## config.mk

```make
export PLATFORM = sky130hd
export DESIGN_NAME = uart_tx_arbiter
export DESIGN_NICKNAME = d
export VERILOG_FILES = /design/src/rtl/uart_tx_arbiter.sv
export SDC_FILE = /design/constraint.sdc
export NUM_CORES = 1
export LEC_CHECK = 0
export CORE_ASPECT_RATIO = 1.4
export CORE_MARGIN = 3
export CORE_UTILIZATION = 49
export CTS_CLUSTER_DIAMETER = 120
export DETAILED_ROUTE_END_ITERATION = 7
export GPL_TIMING_DRIVEN = 0
export PLACE_DENSITY = 0.85
export SLEW_MARGIN = 5
export SYNTH_ARGS = -nofsm -noshare
export SYNTH_HDL_FRONTEND = slang
export SYNTH_SLANG_ARGS = --single-unit
```

## constraint.sdc

```tcl
create_clock -name clk -period 4.1 [get_ports clk]
set_input_delay 0.82 -clock clk [delete_from_list [all_inputs] [get_ports clk]]
set_output_delay 0.82 -clock clk [all_outputs]
set_load 0.02 [all_outputs]
```

## src/rtl/uart_tx_arbiter.sv

```systemverilog
// Purpose : round-robin arbiter sharing one UART transmitter among N byte sources.
// Latency : accept edge -> tx_start high the next cycle; next accept no sooner than 2+W cycles later.
// Backpressure: req_ready is offered only in IDLE; requesters hold req_valid until they see their ready.
//
// Ports:
//   clk, reset            - rising-edge clock, asynchronous active-high reset
//   req_valid[N]          - requester i has a byte on req_data[8i+7:8i]
//   req_data[8N]          - concatenated request bytes, requester 0 in [7:0]
//   req_ready[N]          - one-hot accept strobe, combinational in IDLE
//   tx_start, tx_data[8]  - start pulse and held byte towards the UART transmitter
//   grant_id              - index of the requester owning the current/last frame
//   busy                  - high while a frame is being launched or timed out
module uart_tx_arbiter #(
    parameter int N            = 4,
    parameter int CLKS_PER_BIT = 16,
    parameter int FRAME_BITS   = 10,
    parameter int GUARD_CYCLES = 2,
    localparam int GW          = (N > 1) ? $clog2(N) : 1
) (
    input  logic            clk,
    input  logic            reset,
    input  logic [N-1:0]    req_valid,
    input  logic [8*N-1:0]  req_data,
    output logic [N-1:0]    req_ready,
    output logic            tx_start,
    output logic [7:0]      tx_data,
    output logic [GW-1:0]   grant_id,
    output logic            busy
);

    // Frame time plus idle guard; the transmitter gives no done indication.
    localparam int W  = CLKS_PER_BIT * FRAME_BITS + GUARD_CYCLES;
    localparam int CW = $clog2(W) + 1;

    typedef enum logic [1:0] {
        S_IDLE   = 2'd0,
        S_LAUNCH = 2'd1,
        S_WAIT   = 2'd2
    } state_t;

    state_t          state_q, state_d;
    logic [GW-1:0]   ptr_q, ptr_d;
    logic [CW-1:0]   cnt_q, cnt_d;
    logic            tx_start_q, tx_start_d;
    logic [7:0]      tx_data_q, tx_data_d;
    logic [GW-1:0]   grant_id_q, grant_id_d;
    logic            busy_q, busy_d;

    // Round-robin search
    logic [2*N-1:0]  dbl_vld;
    logic [N-1:0]    rot_vld;
    logic [N-1:0]    shf_vld;
    logic            win_found;
    logic [GW-1:0]   win_idx;
    logic [GW-1:0]   ptr_nxt;
    logic [8*N-1:0]  data_shf;
    logic [7:0]      win_byte;
    int              win_off;
    int              win_sum;
    int              nxt_sum;

    always_comb begin
        // Rotate valids so bit k corresponds to requester (ptr + k) mod N;
        // the lowest set bit is then the next requester in round-robin order.
        dbl_vld   = {req_valid, req_valid};
        rot_vld   = N'(dbl_vld >> ptr_q);
        shf_vld   = '0;
        win_found = 1'b0;
        win_off   = 0;
        for (int k = 0; k < N; k++) begin
            shf_vld = rot_vld >> k;
            if (!win_found && shf_vld[0]) begin
                win_found = 1'b1;
                win_off   = k;
            end
        end
        win_sum = int'(ptr_q) + win_off;
        if (win_sum >= N) begin
            win_sum = win_sum - N;
        end
        win_idx = GW'(win_sum);
        nxt_sum = win_sum + 1;
        if (nxt_sum >= N) begin
            nxt_sum = 0;
        end
        ptr_nxt  = GW'(nxt_sum);
        data_shf = req_data >> {win_idx, 3'b000};
        win_byte = data_shf[7:0];
    end

    // Ready is only offered while idle and never while reset is held.
    assign req_ready = (!reset && (state_q == S_IDLE) && win_found) ? (N'(1) << win_idx) : '0;

    always_comb begin
        state_d    = state_q;
        ptr_d      = ptr_q;
        cnt_d      = cnt_q;
        tx_start_d = 1'b0;
        tx_data_d  = tx_data_q;
        grant_id_d = grant_id_q;
        busy_d     = busy_q;
        case (state_q)
            S_IDLE: begin
                if (win_found) begin
                    tx_data_d  = win_byte;
                    grant_id_d = win_idx;
                    ptr_d      = ptr_nxt;
                    tx_start_d = 1'b1;
                    busy_d     = 1'b1;
                    state_d    = S_LAUNCH;
                end
            end
            S_LAUNCH: begin
                cnt_d   = CW'(W - 1);
                state_d = S_WAIT;
            end
            S_WAIT: begin
                // Counter runs W-1..0, so WAIT lasts exactly W cycles.
                if (cnt_q == '0) begin
                    busy_d  = 1'b0;
                    state_d = S_IDLE;
                end else begin
                    cnt_d = cnt_q - CW'(1);
                end
            end
            default: begin
                busy_d  = 1'b0;
                state_d = S_IDLE;
            end
        endcase
    end

    always_ff @(posedge clk or posedge reset) begin
        if (reset) begin
            state_q    <= S_IDLE;
            ptr_q      <= '0;
            cnt_q      <= '0;
            tx_start_q <= 1'b0;
            tx_data_q  <= 8'h00;
            grant_id_q <= '0;
            busy_q     <= 1'b0;
        end else begin
            state_q    <= state_d;
            ptr_q      <= ptr_d;
            cnt_q      <= cnt_d;
            tx_start_q <= tx_start_d;
            tx_data_q  <= tx_data_d;
            grant_id_q <= grant_id_d;
            busy_q     <= busy_d;
        end
    end

    assign tx_start = tx_start_q;
    assign tx_data  = tx_data_q;
    assign grant_id = grant_id_q;
    assign busy     = busy_q;

endmodule
```

==> reports/results.ini <==
[status]
outcome = complete, no violations

[global_route]
antenna_found_initial = 0
grt_pass1_wl_mm = 7.265
grt_pass1_vias = 1694
grt_remaining_overflow = 0
grtUsageTotal_pct = 24.44
grt_max_degree = 29

[setup_path]
cp_slowest_cell = dlygate4sd2_1
crit_path_end = req_ready[1]
max_stage_delay_ns = 0.32
startpoint_type = primary input
r2r_start = ptr_q[0]$_DFFE_PP0P_
r2r-end = tx_data[3]$_DFFE_PP0P_
cp.required_ns = 3.28
critPathKind = primary input to primary output
rr_worst_depth = 9
path_depth = 12
cp-end-kind = primary output
cp-startpoint = req_valid[3]
reg2reg_slack_ns = 1.28
crit_path_cell_trace = dlygate4sd2_1 > inv_1 > o311ai_1 > o21ai_0 > o221ai_1 > ha_2 > xnor2_2 > nor3_4 > nor2_4 > ha_1 > and3_1 > clkdlybuf4s15_2
crit_arrival_ns = 3.07
worstPathMaxFanout = 7
critPathBufInv = 3
crit_family = buffers and inverters

[power]
p_clk_share_pct = 8.8
power_frac_seq_pct = 24.2
cellPowerDensity_nw_per_um2 = 791.5
pwr-share-comb_pct = 67.0
p_leak_nw = 0.9286
swShare_pct = 48.25
internal_power_mw = 0.9306
power.switching_mw = 0.8679
power_mw = 1.799
ir_worst_vdd_mv = 0.5280

[clock_tree]
clockBufferDepth = 2
cts.sinks = 25
cts_max_level = 1
cts_buffers = 3
cts_tree = yes
clk_latency_ns = 0.28
clkSlewWorstSetupHoldPaths_ns = 0.09
ctsHoldBuffers = 0
cts_root_buf = clkbuf_8

[die]
ios = 54
fp-row-count = 23
dieArea_um2 = 3980
start_util_pct = 53.22
die_height_um = 73.46
core_um2 = 2993
fp.dieW_um = 54.19

[finish]
drive_gt1_share_pct = 11.06
final_util_pct = 75.92
num_antenna_cells = 0
nNetsFinal = 277
area_growth_pct = 42.66
stdcell_area_um2 = 2272

[timing]
finalCriticalPeriod_ns = 3.891
slew_headroom_pct = 36.27
max_clock_freq_mhz = 257.0
worst_pin_slew_ns = 0.9548
rsz0062_at_grt = no
slew_viol_final = 0
fin_crit_sh_pct = 94.89
final_hold_viol_count = 0
timing.clock.skew_ns = 0.002286
finalSetupTns_ns = 0
setup_viol = 0

[synthesis]
netlist.area_leader.share_pct = 39.28
ys_seq_elements = 25
synth_cells = 178
synth.largest_area_cell = dfrtp_1
syn_area_per_cell_um2 = 8.948
netlist_area_um2 = 1593
yosysUniqueCellTypes = 45
synth_seq_area_share_pct = 39.28
ys_warn_count = 0
synth_nets = 219
ys_top_cells_by_area = dfrtp_1 39%, nor2b_1 7.1%, nand2_1 5.9%, a2111oi_0 4.4%, a221oi_1 4.4%

[placed_design]
dpl-instance-area_um2 = 2170
gp_congestion = 0.9770
dp_hpwl_mm = 3.346
port_buffers = 53

[detailed_routing]
ant_nets = 0
drtPass1Iterations = 4
viasPerCell = 5.901
drtIter0Drc = 60
wl_per_cell_um = 15.92
vias = 1605
finalWirelength_mm = 4.330
drc = 0

[min_path]
hold_path_class = register to register

[job]
drv_cap = 0

## kinds of logic (layout without fill, tap and decap cells)
| logic type | Yosys count | count (layout) | share of synthesized area [%] |
|---|---|---|---|
| AND/OR/NAND/NOR | 78 | 78 | 26.32 |
| AO/OA/AOI/OAI | 49 | 49 | 23.80 |
| flip-flops | 25 | 25 | 39.28 |
| buffers and inverters | 17 | 74 | 4.713 |
| XOR/XNOR | 4 | 4 | 2.200 |
| adder cells (fa/ha/maj) | 3 | 3 | 2.357 |
| multiplexers | 2 | 2 | 1.335 |
## cell type report
cell class | instances | area (µm²)
clock buffers | 3 | 41.29
multi-input cells | 136 | 933.4
well taps | 37 | 46.29
fillers | 211 | 720.7
repair buffers | 55 | 549.3
inverters | 6 | 22.52
plain buffers | 9 | 45.04
clock inverters | 1 | 8.758
flip-flops and latches | 25 | 625.6
## synthesized netlist by cell type (all sizes together)
master   count
dfrtp       25
nand2       25
nor2b       18
o21ai       11
a2111oi      8
a221oi       8
nor2         8
o31ai        8
buf          6
inv          6
nor3         6
clkbuf       5
nand2b       5
nand3        5
a21oi        3
ha           3
xor2         3
nor4         2
nor4b        2
o311ai       2
or2          2
or3          2
a32o         1
a32oi        1
and3         1
and3b        1
mux2         1
mux2i        1
nor3b        1
o211ai       1
o21ba        1
o21bai       1
o221ai       1
o22ai        1
o41a         1
o41ai        1
xnor2        1
## what timing repair did
item                                    4_1_cts  5_1_grt
resized for setup                            19        6
endpoints found under the setup margin        4        4
pin swaps                                     2        1
buffers inserted                              2        0
## state kept, by name (all words and copies together) (netlist names)
name,cells
ptr_q,2
cnt_q,9
state_q,2
tx_start,1
tx_data,8
grant_id,2
busy,1
## power by group through the flow
stage          logic, mW  clock network, mW  registers [mW]
4_1_cts             1.18              0.156           0.433
3_5_place_dp        1.16                  0           0.435
6_report            1.21              0.158           0.435
3_3_place_gp        1.10                  0           0.435
2_1_floorplan      0.715                  0           0.494
5_1_grt             1.34              0.171           0.449
## tightest hold or removal path: stages, from the launching register on
cell and delay, ns:
dfrtp_1 0.35, nand2_1 0.05, o31ai_1 0.05
## metal layers
layer / part of all wire [%] / vias to the layer above / track usage, %
li1: - / 776 / -
met1: 38 / 738 / 27.85
met2: 53 / 82 / 42.61
met3: 7.1 / 9 / 5.477
met4: 1.5 / 0 / 9.695
met5: 0 / - / 0
## cell usage in the layout, fill, tap and decap left out, drive strengths merged, types with 2 or more instances in the layout
master and count:
clkdlybuf4s50 45, nand2 25, dfrtp 25, nor2b 18, o21ai 11, buf 9, a221oi 8, a2111oi 8
o31ai 8, nor2 8, inv 7, nor3 6, clkbuf 6, nand2b 5, nand3 5, dlymetal6s2s 3
a21oi 3, xor2 3, ha 3, clkdlybuf4s15 3, or2 2, nor4 2, nor4b 2, or3 2
o311ai 2
## worst min-delay path by stage
stage / slack, ns / cells past startpoint / end / startpoint
5_1_grt: 0.52 / 2 / tx_data[7]$_DFFE_PP0P_ / tx_data[7]$_DFFE_PP0P_
3_3_place_gp: 0.46 / 1 / cnt_q[4]$_DFFE_PP0P_ / cnt_q[4]$_DFFE_PP0P_
4_1_cts: 0.49 / 2 / tx_data[6]$_DFFE_PP0P_ / tx_data[6]$_DFFE_PP0P_
2_1_floorplan: 0.45 / 1 / cnt_q[4]$_DFFE_PP0P_ / cnt_q[4]$_DFFE_PP0P_
3_5_place_dp: 0.47 / 2 / tx_data[6]$_DFFE_PP0P_ / tx_data[6]$_DFFE_PP0P_
6_report: 0.49 / 2 / tx_data[6]$_DFFE_PP0P_ / tx_data[6]$_DFFE_PP0P_
## per-stage QoR
stage               setup WS, ns  cells  hold slack [ns]
global placement         -0.8300    268           0.4616
CTS                    0.0003142    272           0.4881
detailed placement       -0.8854    268           0.4712
finish                    0.2093    272           0.4862
global route            0.006575    272           0.5170
floorplan                 0.2736    178           0.4468
Note: power is estimated with default switching activity, not from simulation.
==> RTL change 1, RTL diff (config.mk and constraints unchanged) <==
`tx_data_q` no longer has a reset.
--- a/src/rtl/uart_tx_arbiter.sv
+++ b/src/rtl/uart_tx_arbiter.sv
@@ -138,3 +138,2 @@
             tx_start_q <= 1'b0;
-            tx_data_q  <= 8'h00;
             grant_id_q <= '0;
@@ -146,3 +145,2 @@
             tx_start_q <= tx_start_d;
-            tx_data_q  <= tx_data_d;
             grant_id_q <= grant_id_d;
@@ -150,2 +148,6 @@
         end
+    end
+
+    always_ff @(posedge clk) begin
+        tx_data_q <= tx_data_d;
     end
Formal check against the unedited RTL: not equivalent (Yosys sat finds a counterexample within 4 cycles, from zero or initial values and one cycle with reset high).
==> RTL change 1 against the original RTL <==
Sequential share of layout area up 4.4 points; sequential cell count unchanged; count of clock-buffer cells in the layout increased by 1; total power decreased by 7.3%; wire length decreased by 15%; area after synthesis fell by 8.1%; design area decreased by 8.3%; setup slack got worse by 120 ps; largest power group unchanged; critical path type unchanged.
==> RTL change 1: results <==
export IMPL_status="finished clean"
export IMPL_yosysSeqAreaShare_pct=45.47
export IMPL_p_seq_share_pct=28.7
export IMPL_clkSlewWorstSetupHoldPaths_ps=130
export IMPL_synth_top_cells_by_area="dfrtp_1, edfxtp_1, mux4_1"
export IMPL_ir_drop_uv=822.3
export IMPL_worst_r2r_cell_count=13
export IMPL_nets=230
export IMPL_tightestPinTransition_ps=723.5
export IMPL_place_area_sq_mm=0.002039
export IMPL_power_frac_comb_pct=64.9
export IMPL_hpwl_um=2896
export IMPL_syn_area_per_cell_sq_um=11.53
export IMPL_finClkSkew_ps=9.988
export IMPL_synth_edf_count=8
export IMPL_hold_ws_ps=513.3
export IMPL_grt_pass1_vias=1406
export IMPL_wl_per_cell_um=16.52
export IMPL_first_iter_violations=48
export IMPL_syn_nets=168
export IMPL_cts_root_buf="clkbuf_4"
export IMPL_reg2reg_slack_ps=1240
export IMPL_synth_top_area_share_pct=29.06
export IMPL_grt_start_max_net_pins=20
export IMPL_p_leak_nw=0.8809
export IMPL_placed_cells=216
export IMPL_rr_endpoint="tx_data[5]"
export IMPL_sequentialPower_uw=479
export IMPL_drive_gt1_share_pct=11.17
export IMPL_holdPathEnd="grant_id[0]"
export IMPL_holdCritStartpoint="grant_id[0]"
export IMPL_insertion_delay_ps=310
export IMPL_grt_pass1_wl_um=6161
export IMPL_via_count=1235
export IMPL_arrival_ps=3200
export IMPL_grt_usage_pct=21.94
export IMPL_yosysUniqueCellTypes=37
export IMPL_synthArstFlopShare_pct=68.00
export IMPL_synth_common_cells="dfrtp_1, nand2_1, nor2_1, edfxtp_1, mux4_1"
export IMPL_routed_wirelength_um=3701
export IMPL_fill_cells=186
==> RTL change 1: timing repair <==
item / in CTS / in global routing
gates resized for setup: 9 / 3
cloned: 0 / 0
hold endpoints to repair: 0 / 0
pin swaps: 1 / 0
setup endpoints to repair: 4 / 3
setup buffers: 3 / 1
==> RTL change 1: worst min-delay path: stages (launching register included) <==
cell and delay, ps:
dfrtp_1 380, nand2_1 50, nand2_1 60
==> RTL change 1: per-layer routing <==
metal / global-route usage, % / wire length, um
met1: 22.87 / 1264
met2: 42.38 / 2210
met3: 3.789 / 153
met4: 7.102 / 72
met5: 0 / 0
==> RTL change 1: final cells by class <==
class | count | area [sq um] | share of cell area (%)
well taps | 36 | 45.04 | 2.161
inverters | 7 | 28.78 | 1.381
multi-input cells | 89 | 728.2 | 34.93
clock buffers | 4 | 26.28 | 1.261
flip-flops and latches | 25 | 665.6 | 31.93
plain buffers | 6 | 42.54 | 2.041
repair buffers | 57 | 548.0 | 26.29
==> RTL change 1: worst max-delay path by stage <==
stage | start | end | slack, ps | cells past startpoint
global placement | req_valid[2] | req_ready[3] | -380 | 10
floorplan | req_valid[2] | req_ready[0] | 650 | 8
detailed placement | req_valid[3] | req_ready[3] | -450 | 10
CTS | req_valid[3] | req_ready[1] | 110 | 14
finish | req_valid[0] | req_ready[1] | 80 | 13
global route | req_valid[2] | req_ready[1] | -6 | 14
==> RTL change 1: cell families after synthesis <==
family,Yosys count,share of synthesized area (%)
AOI/OAI and AO/OA,23,11.37
adders and majority gates,3,2.564
DFF,25,45.47
xor gates and xnor gates,5,2.991
muxes,9,15.38
buffers and inverters,13,4.787
and+or+nand+nor,49,17.43
==> RTL change 2, RTL diff (same settings) <==
Without the edit above. Change the parameter `CLKS_PER_BIT` from 16 to 8.
--- a/src/rtl/uart_tx_arbiter.sv
+++ b/src/rtl/uart_tx_arbiter.sv
@@ -14,3 +14,3 @@
     parameter int N            = 4,
-    parameter int CLKS_PER_BIT = 16,
+    parameter int CLKS_PER_BIT = 8,
     parameter int FRAME_BITS   = 10,
Check against the original RTL: same outputs for any inputs over 10 cycles, from zero or initial values and one cycle with reset high; that may be too few to reach the edited logic, so the function may still have changed.
==> RTL change 2 against the original RTL <==
Area after synthesis grew 10%; setup slack lost 69 ps; sequential power is essentially flat; total power grew 13%; wire length grew 0.44%; critical endpoint unchanged; synthesized cell count grew 12%; sequential cell count shrank 1; clock power grew 4%; highest routed layer unchanged; design area grew 4.8%.
==> RTL change 2: results <==
export IMPL_sequentialPower_uw=434
export IMPL_grt_usage_pct=21.57
export IMPL_grt_pass1_vias=1698
export IMPL_worst_path_largest_cell_delay_ps=540
export IMPL_nets=300
export IMPL_placed_cells=291
export IMPL_met3_usage_pct=1.684
export IMPL_post_cts_resized=8
export IMPL_first_iter_violations=123
export IMPL_avgViaCountPerCell=5.734
export IMPL_port_buffers=51
export IMPL_syn_area_per_cell_sq_um=8.777
export IMPL_synth_xor_area_share_pct=3.350
export IMPL_yosysSeqAreaShare_pct=34.21
export IMPL_crit_fanout=8
export IMPL_routed_wirelength_um=4349
export IMPL_wl_per_cell_um=14.64
export IMPL_slowest_stage="clkdlybuf4s50_1"
export IMPL_grt_use_met1_pct=26.67
export IMPL_layout_setup_ws_ps=140.2
export IMPL_p_seq_share_pct=21.2
export IMPL_grt_pass1_wl_um=7734
export IMPL_yosysUniqueCellTypes=37
export IMPL_grt_start_max_net_pins=26
export IMPL_power_frac_comb_pct=70.7
export IMPL_synth_adder_area_share_pct=2.851
export IMPL_tightestPinTransition_ps=955.8
export IMPL_drive_gt1_share_pct=10.51
export IMPL_htreeDepth=1
export IMPL_dr_wl_met3_um=177
export IMPL_drt_met1_wl_um=1780
export IMPL_hpwl_um=3210
export IMPL_finClkSkew_ps=3.636
export IMPL_p_leak_nw=1.105
export IMPL_place_area_sq_mm=0.002316
export IMPL_hold_ws_ps=492.5
export IMPL_muxShareOfSynthArea_pct=18.82
export IMPL_dr_wl_met2_um=2344
export IMPL_synth_compound_area_share_pct=8.838
export IMPL_swShare_pct=48.54
export IMPL_preCtsSetupSlack_ps=-357.2
export IMPL_ir_drop_uv=566.3
export IMPL_synth_top_cells_by_area="dfrtp_1, mux2i_1, nor3_1"
export IMPL_grt_util_met2_pct=39.24
export IMPL_syn_nets=242
export IMPL_status="finished clean"
[RTL change 2: final cells by class]
type	instances	area (sq um)
multi-input cells	153	1069
well taps	40	50.05
plain buffers	16	75.07
repair buffers	53	505.5
inverters	7	26.28
flip-flops and latches	24	600.6
fillers	276	1028
clock buffers	4	55.05
[RTL change 2: path summary, 6_finish.rpt]
| kind | cells past startpoint | from | end |
|---|---|---|---|
| min reg2reg | 1 | cnt_q[6] | cnt_q[6] |
| min in group asynchronous | 2 | reset | tx_data[2] |
| max | 10 | req_valid[3] | req_ready[1] |
| min | 1 | cnt_q[6] | cnt_q[6] |
| max reg2reg | 10 | ptr_q[0] | tx_data[5] |
| max in group asynchronous | 2 | reset | state_q[0] |
[RTL change 2: cells by family (layout without fill, tap and decap cells)]
logic type,count (synthesis),after routing
buffers and inverters,23,80
muxes,33,33
DFF,24,24
and+or+nand+nor,91,91
xor gates and xnor gates,5,5
adders and majority gates,4,4
AOI/OAI and AO/OA,20,20
